--- src/rtl/dm_hart_ctrl_if.sv ---
// Bundle between the debug module register file / core debug FSM (master)
// and the hart controller (slave). Names keep the controller's point of view.
interface dm_hart_ctrl_if;
  logic        dmactive_i;
  logic        haltreq_i;
  logic        resumereq_i;
  logic        cmd_valid_i;
  logic [31:0] cmd_i;
  logic        data0_wr_i;
  logic [31:0] data0_wdata_i;
  logic [2:0]  cmderr_clr_i;
  logic        core_halted_i;
  logic        core_running_i;
  logic        core_resumeack_i;
  logic [31:0] dbg_ar_di_i;

  logic        dbg_haltreq_o;
  logic        dbg_resumereq_o;
  logic        dbg_ar_en_o;
  logic        dbg_ar_wr_o;
  logic [15:0] dbg_ar_ad_o;
  logic [31:0] dbg_ar_do_o;
  logic [31:0] data0_o;
  logic        busy_o;
  logic [2:0]  cmderr_o;
  logic        resumeack_o;

  modport slave (
    input  dmactive_i, haltreq_i, resumereq_i, cmd_valid_i, cmd_i,
           data0_wr_i, data0_wdata_i, cmderr_clr_i, core_halted_i,
           core_running_i, core_resumeack_i, dbg_ar_di_i,
    output dbg_haltreq_o, dbg_resumereq_o, dbg_ar_en_o, dbg_ar_wr_o,
           dbg_ar_ad_o, dbg_ar_do_o, data0_o, busy_o, cmderr_o, resumeack_o
  );

  modport master (
    output dmactive_i, haltreq_i, resumereq_i, cmd_valid_i, cmd_i,
           data0_wr_i, data0_wdata_i, cmderr_clr_i, core_halted_i,
           core_running_i, core_resumeack_i, dbg_ar_di_i,
    input  dbg_haltreq_o, dbg_resumereq_o, dbg_ar_en_o, dbg_ar_wr_o,
           dbg_ar_ad_o, dbg_ar_do_o, data0_o, busy_o, cmderr_o, resumeack_o
  );
endinterface

--- src/rtl/dm_hart_ctrl.sv ---
// Debug-module hart controller: halt/resume handshake with the core and
// single-beat 32-bit Access Register commands through data0.
module dm_hart_ctrl #(
  parameter logic [15:0] GPR_LAST = 16'h101f
) (
  input  logic           clk_i,
  input  logic           reset_ni,
  dm_hart_ctrl_if.slave  bus
);

  typedef enum logic [1:0] {R_IDLE, R_REQ, R_WAIT} r_state_t;
  typedef enum logic [1:0] {C_IDLE, C_ACCESS, C_RDATA, C_DONE} c_state_t;

  r_state_t    r_state;
  c_state_t    c_state;
  logic        haltreq_q;
  logic        resumereq_q;
  logic        resumeack;
  logic        ar_en;
  logic        ar_wr;
  logic [15:0] ar_ad;
  logic [31:0] data0;
  logic [2:0]  cmderr;

  logic        busy;
  logic [2:0]  cmderr_masked;
  logic [2:0]  cmd_err;
  logic        cmd_accept;
  logic        resume_accept;
  logic        unused_cmd_bit;

  assign busy           = (c_state != C_IDLE);
  assign unused_cmd_bit = bus.cmd_i[23];

  // The W1C clear is applied first so that a same-cycle error lands in a clean field.
  always_comb begin
    cmderr_masked = cmderr & ~bus.cmderr_clr_i;
    cmd_err       = 3'd0;
    cmd_accept    = 1'b0;
    if (bus.cmd_valid_i && (cmderr_masked == 3'd0)) begin
      if (busy)
        cmd_err = 3'd1;
      else if ((bus.cmd_i[31:24] != 8'd0) || (bus.cmd_i[22:20] != 3'd2) ||
               bus.cmd_i[19] || bus.cmd_i[18])
        cmd_err = 3'd2;
      else if (!bus.core_halted_i || (r_state != R_IDLE))
        cmd_err = 3'd4;
      else if (bus.cmd_i[17] && (bus.cmd_i[15:0] > GPR_LAST))
        cmd_err = 3'd3;
      else
        cmd_accept = 1'b1;
    end
    resume_accept = bus.resumereq_i && (r_state == R_IDLE) && bus.core_halted_i &&
                    !bus.haltreq_i && !busy && !cmd_accept;
  end

  always_ff @(posedge clk_i) begin
    if (!reset_ni || !bus.dmactive_i) begin
      r_state     <= R_IDLE;
      c_state     <= C_IDLE;
      haltreq_q   <= 1'b0;
      resumereq_q <= 1'b0;
      resumeack   <= 1'b0;
      ar_en       <= 1'b0;
      ar_wr       <= 1'b0;
      ar_ad       <= 16'd0;
      data0       <= 32'd0;
      cmderr      <= 3'd0;
    end else begin
      haltreq_q <= bus.haltreq_i;

      if (cmd_err != 3'd0)
        cmderr <= cmd_err;
      else if (bus.data0_wr_i && busy && (cmderr_masked == 3'd0))
        cmderr <= 3'd1;
      else
        cmderr <= cmderr_masked;

      if (c_state == C_RDATA)
        data0 <= bus.dbg_ar_di_i;
      else if (bus.data0_wr_i && !busy)
        data0 <= bus.data0_wdata_i;

      ar_en <= 1'b0;
      ar_wr <= 1'b0;
      ar_ad <= 16'd0;
      case (c_state)
        C_IDLE: begin
          if (cmd_accept) begin
            if (bus.cmd_i[17]) begin
              c_state <= C_ACCESS;
              ar_en   <= 1'b1;
              ar_wr   <= bus.cmd_i[16];
              ar_ad   <= bus.cmd_i[15:0];
            end else begin
              c_state <= C_DONE;
            end
          end
        end
        C_ACCESS: c_state <= ar_wr ? C_IDLE : C_RDATA;
        C_RDATA:  c_state <= C_IDLE;
        C_DONE:   c_state <= C_IDLE;
        default:  c_state <= C_IDLE;
      endcase

      // resumeack stays set from the end of one handshake until the next accepted request.
      case (r_state)
        R_IDLE: begin
          if (resume_accept) begin
            r_state     <= R_REQ;
            resumereq_q <= 1'b1;
            resumeack   <= 1'b0;
          end
        end
        R_REQ: begin
          if (bus.core_resumeack_i) begin
            r_state     <= R_WAIT;
            resumereq_q <= 1'b0;
          end
        end
        R_WAIT: begin
          if (bus.core_running_i) begin
            r_state   <= R_IDLE;
            resumeack <= 1'b1;
          end
        end
        default: begin
          r_state     <= R_IDLE;
          resumereq_q <= 1'b0;
        end
      endcase
    end
  end

  assign bus.dbg_haltreq_o   = haltreq_q;
  assign bus.dbg_resumereq_o = resumereq_q;
  assign bus.dbg_ar_en_o     = ar_en;
  assign bus.dbg_ar_wr_o     = ar_wr;
  assign bus.dbg_ar_ad_o     = ar_ad;
  assign bus.dbg_ar_do_o     = ar_en ? data0 : 32'd0;
  assign bus.data0_o         = data0;
  assign bus.busy_o          = busy;
  assign bus.cmderr_o        = cmderr;
  assign bus.resumeack_o     = resumeack;

endmodule

--- src/flat_wrapper.sv ---
// flat-port wrapper written by rule: the top's interface ports become plain ports
module dm_hart_ctrl_flat 
#(
  parameter logic [15:0] GPR_LAST = 16'h101f
)
  (clk_i, reset_ni, bus_dmactive_i, bus_haltreq_i, bus_resumereq_i, bus_cmd_valid_i, bus_cmd_i, bus_data0_wr_i, bus_data0_wdata_i, bus_cmderr_clr_i, bus_core_halted_i, bus_core_running_i, bus_core_resumeack_i, bus_dbg_ar_di_i, bus_dbg_haltreq_o, bus_dbg_resumereq_o, bus_dbg_ar_en_o, bus_dbg_ar_wr_o, bus_dbg_ar_ad_o, bus_dbg_ar_do_o, bus_data0_o, bus_busy_o, bus_cmderr_o, bus_resumeack_o);
  dm_hart_ctrl_if bus_i ();
  input  logic clk_i;
  input  logic reset_ni;
  input wire logic [$bits(bus_i.dmactive_i)-1:0] bus_dmactive_i;
  input wire logic [$bits(bus_i.haltreq_i)-1:0] bus_haltreq_i;
  input wire logic [$bits(bus_i.resumereq_i)-1:0] bus_resumereq_i;
  input wire logic [$bits(bus_i.cmd_valid_i)-1:0] bus_cmd_valid_i;
  input wire logic [$bits(bus_i.cmd_i)-1:0] bus_cmd_i;
  input wire logic [$bits(bus_i.data0_wr_i)-1:0] bus_data0_wr_i;
  input wire logic [$bits(bus_i.data0_wdata_i)-1:0] bus_data0_wdata_i;
  input wire logic [$bits(bus_i.cmderr_clr_i)-1:0] bus_cmderr_clr_i;
  input wire logic [$bits(bus_i.core_halted_i)-1:0] bus_core_halted_i;
  input wire logic [$bits(bus_i.core_running_i)-1:0] bus_core_running_i;
  input wire logic [$bits(bus_i.core_resumeack_i)-1:0] bus_core_resumeack_i;
  input wire logic [$bits(bus_i.dbg_ar_di_i)-1:0] bus_dbg_ar_di_i;
  output wire logic [$bits(bus_i.dbg_haltreq_o)-1:0] bus_dbg_haltreq_o;
  output wire logic [$bits(bus_i.dbg_resumereq_o)-1:0] bus_dbg_resumereq_o;
  output wire logic [$bits(bus_i.dbg_ar_en_o)-1:0] bus_dbg_ar_en_o;
  output wire logic [$bits(bus_i.dbg_ar_wr_o)-1:0] bus_dbg_ar_wr_o;
  output wire logic [$bits(bus_i.dbg_ar_ad_o)-1:0] bus_dbg_ar_ad_o;
  output wire logic [$bits(bus_i.dbg_ar_do_o)-1:0] bus_dbg_ar_do_o;
  output wire logic [$bits(bus_i.data0_o)-1:0] bus_data0_o;
  output wire logic [$bits(bus_i.busy_o)-1:0] bus_busy_o;
  output wire logic [$bits(bus_i.cmderr_o)-1:0] bus_cmderr_o;
  output wire logic [$bits(bus_i.resumeack_o)-1:0] bus_resumeack_o;
  assign bus_i.dmactive_i = bus_dmactive_i;
  assign bus_i.haltreq_i = bus_haltreq_i;
  assign bus_i.resumereq_i = bus_resumereq_i;
  assign bus_i.cmd_valid_i = bus_cmd_valid_i;
  assign bus_i.cmd_i = bus_cmd_i;
  assign bus_i.data0_wr_i = bus_data0_wr_i;
  assign bus_i.data0_wdata_i = bus_data0_wdata_i;
  assign bus_i.cmderr_clr_i = bus_cmderr_clr_i;
  assign bus_i.core_halted_i = bus_core_halted_i;
  assign bus_i.core_running_i = bus_core_running_i;
  assign bus_i.core_resumeack_i = bus_core_resumeack_i;
  assign bus_i.dbg_ar_di_i = bus_dbg_ar_di_i;
  assign bus_dbg_haltreq_o = bus_i.dbg_haltreq_o;
  assign bus_dbg_resumereq_o = bus_i.dbg_resumereq_o;
  assign bus_dbg_ar_en_o = bus_i.dbg_ar_en_o;
  assign bus_dbg_ar_wr_o = bus_i.dbg_ar_wr_o;
  assign bus_dbg_ar_ad_o = bus_i.dbg_ar_ad_o;
  assign bus_dbg_ar_do_o = bus_i.dbg_ar_do_o;
  assign bus_data0_o = bus_i.data0_o;
  assign bus_busy_o = bus_i.busy_o;
  assign bus_cmderr_o = bus_i.cmderr_o;
  assign bus_resumeack_o = bus_i.resumeack_o;
  dm_hart_ctrl #(.GPR_LAST(GPR_LAST)) u_core (.clk_i(clk_i), .reset_ni(reset_ni), .bus(bus_i));
endmodule
--- config.mk ---
export PLATFORM = sky130hd
export DESIGN_NAME = dm_hart_ctrl_flat
export DESIGN_NICKNAME = d
export VERILOG_FILES = /design/src/rtl/dm_hart_ctrl_if.sv /design/src/rtl/dm_hart_ctrl.sv /design/src/flat_wrapper.sv
export SDC_FILE = /design/constraint.sdc
export NUM_CORES = 1
export LEC_CHECK = 0
export ABC_CLOCK_PERIOD_IN_PS = 3050
export BUFFER_PORTS_ARGS = -buffer_cell sky130_fd_sc_hd__clkbuf_2
export CAP_MARGIN = 30
export CORE_ASPECT_RATIO = 0.6
export CORE_MARGIN = 2
export CORE_UTILIZATION = 43
export DETAILED_ROUTE_END_ITERATION = 16
export PLACE_DENSITY = 0.85
export SLEW_MARGIN = 20
export SYNTH_ARGS = -nofsm -noshare
export SYNTH_HDL_FRONTEND = slang
export SYNTH_SLANG_ARGS = --single-unit
--- constraint.sdc ---
create_clock -name clk_i -period 3.05 [get_ports clk_i]
set_clock_uncertainty 0.2 [all_clocks]
set_input_delay 0.1525 -clock clk_i [delete_from_list [all_inputs] [get_ports clk_i]]
set_output_delay 0.1525 -clock clk_i [all_outputs]
set_load 0.03 [all_outputs]
==> impl_results.md <==
* Worst Setup Start Kind: primary input
* First-pass GRT wire length at 15.10 mm
* FMAX at 381.8 MHz
* Area of the die at 6877 µm²
* Hold crit path type: primary input to flip-flop
* Layout overhead on the synthesized area at 76.19%
* Gpl congestion at 0.7387
* Yosys warns at 0
* Max-slew violation total from the final report at 0
* Seq/Total Area, Yosys at 0.4499
* Max Cap Viol at 0
* RSZ-0062 raised after global routing: no
* Area of the multi-input gates at 1351 µm²
* Max Root-Sink Buffers at 2
* Port bufs at 196
* Vias in the first global route at 3,219
* DRT Pass-1 Iters at 4
* Final Net Count at 704
* Seq cells post-synth at 60
* CP Class: primary input to flip-flop
* H-tree Lvls at 3
* Synthesized cell area at 2670 µm²
* # IOs at 198
* WL per Instance at 14.18 µm
* Slew headroom at 0.3993
* Synth unique cells at 31
* Initial detailed-routing violation count at 193
* CP required at 3.10 ns
* Fin Setup TNS at 0 ns
* Peak supply drop at 0.2096 mV
* Antenna Violating Nets Remaining at 0
* Final Critical Period at 2.619 ns
* Vias/cell at 5.003
* Total power at 0.001841 W
* Initial antenna violation count at 0
* Mean area per synthesized cell at 8.216 µm²
* Gate count of the mapped netlist at 325
* CTS-repair resized insts at 0
* Critical-path maximum fanout at 15
* Core area at 6056 µm²
* Final setup viols at 0
* ANT cells at 0
* Total Routing Usage GR at 0.2787
* CTS tree: built
* GR Overflow Total at 0
* Util after Layout at 0.7769
* Starting Density at 0.4409
* Num rows at 22
* P per Cell Area at 391.3 nW/µm²
* Die X at 105.7 µm
* Status: finished, final reports clean
* Post-CTS setup buffer count at 0
* Total Wirelength at 9.700 mm
* LEAKAGE at 2.393 nW
* Reg area at 1201 µm²
* CP endpoint kind: flip-flop
* Cts bufs inserted at 9
* Clock Root Buffer: clkbuf_8
* Overall die height at 65.04 µm
* Largest net degree at the start of global routing at 57
* Fraction of layout cells with a size suffix above 1 at 0.3750
* Clock-pin transition on the worst setup and hold timing paths at 0.06 ns
* Fill count at 411
* Worst-Skew Late Latency at 0.32 ns
* Worst Path Arrival at 2.67 ns
* Endpoints failing hold at 0
* Fin crit share at 0.8588
* Post-route DRC at 0
* DP Wirelength at 5.810 mm
* Slew @ Worst Pin at 0.8998 ns
* Via count at 3,422
* # clock sinks at 60
* CTS hold repair buffers at 81
-- registers in the layout, indices dropped and copies added, names as in the netlist --
| register | cells |
|---|---|
| u_core.bus.resumeack_o | 1 |
| u_core.bus.cmderr_o | 3 |
| u_core.bus.data0_o | 32 |
| u_core.c_state | 2 |
| u_core.bus.dbg_ar_wr_o | 1 |
| u_core.bus.dbg_ar_ad_o | 16 |
| u_core.r_state | 2 |
| u_core.bus.dbg_resumereq_o | 1 |
| u_core.bus.dbg_haltreq_o | 1 |
| u_core.bus.dbg_ar_en_o | 1 |
-- critical path, stage by stage --
cell and delay [ns]:
dlygate4sd3_1 0.56, clkbuf_2 0.13, or4_1 0.52, o41ai_2 0.24, a21oi_1 0.25, nor4_4 0.57, and2_1 0.24
-- final cells by class --
cell class / count / share of cell area
sequential: 60 / 0.2553
clock buffer: 12 / 0.03298
clock inverter: 4 / 0.01011
inverter: 6 / 0.004787
multi-input combinational: 237 / 0.2872
timing repair buffer: 281 / 0.3872
tap: 84 / 0.02234
-- layer usage --
layer	track usage	wire [µm]	part of all wire
met5	0	0	0
met4	0.1118	195	0.020
met3	0.07243	721	0.074
met2	0.5121	5002	0.52
met1	0.3110	3780	0.39
-- synth_stat cells --
library cell   n  area [µm²]
a41oi_1        1       8.760
inv_1          6       22.52
and3_1         1       6.260
or2_1          1       6.260
nor4_4         2       42.54
o221a_2        4       45.04
and2_1        47       294.0
nand4_4        1       21.27
o41ai_2        1       16.27
o21ai_1        1       5.000
o21ai_0        1       5.000
nor4_1         3       18.77
clkbuf_1      18       67.56
nor3b_1        2       15.01
buf_1          3       11.26
nand2b_1       4       25.02
conb_1         1       3.750
and4_1         1       8.760
a21oi_1       14       70.07
nor4b_1        1       8.760
nor2_1        46       172.7
a31oi_1        2       12.51
nor3_1         3       15.01
a211oi_1       1       7.510
nor2b_1        4       25.02
or4_1          1       7.510
buf_6          3       33.78
dfxtp_1       60        1201
a311oi_1      28       245.2
a21o_1         2       15.01
nand2_1       62       232.7
-- where the power goes --
group | internal (W) | total [W] | switching, W
Combinational | 0.000155 | 0.000302 | 0.000147
Sequential | 0.000806 | 0.000822 | 0.0000165
Clock | 0.000419 | 0.000716 | 0.000297
Total | 0.00138 | 0.00184 | 0.000461
-- metrics by stage --
stage	hold WS, ns	instance area (µm²)	setup slack, ns	instances
finish	0.02269	4705	0.4307	684
global route	0.01835	4705	0.3791	684
CTS	0.001597	4705	0.5019	684
detailed placement	0.1573	3691	0.6528	587
global placement	0.1530	3691	0.7628	587
floorplan	0.07421	2678	1.009	327
-- worst paths after layout --
kind	end	startpoint	slack, ns	cells past startpoint
worst max-delay path	u_core.bus.dbg_ar_ad_o[0]$_SDFF_PP0_	bus_cmd_i[7]	0.43	7
worst min-delay path	u_core.bus.cmderr_o[0]$_SDFF_PP0_	bus_cmderr_clr_i[0]	0.02	4
worst max register to register	u_core.bus.data0_o[15]$_SDFFE_PP0P_	u_core.c_state[1]$_SDFFE_PP0P_	0.55	6
worst min register to register	u_core.bus.dbg_resumereq_o$_SDFFE_PP0P_	u_core.bus.dbg_resumereq_o$_SDFFE_PP0P_	0.30	2
-- placed cells by master, fill, tap and decap left out, drive strengths merged, types with 5 or more instances in the layout --
master | netlist | routed
inv | 6 | 6
nand2 | 62 | 62
dfxtp | 60 | 60
a311oi | 28 | 28
dlygate4sd3 | 0 | 81
a21oi | 14 | 14
clkbuf | 18 | 208
and2 | 47 | 47
nor2 | 46 | 46
nor4 | 5 | 5
-- kinds of logic (layout without fill, tap and decap cells) --
group | count (synthesis) | after routing | synth area share
DFF | 60 | 60 | 0.4499
other | 1 | 3 | 0.001404
and+or+nand+nor | 179 | 179 | 0.3369
AOI/OAI and AO/OA | 55 | 55 | 0.1612
buffers and inverters | 30 | 303 | 0.05061
No activity file was read; power rests on OpenSTA's default activity.
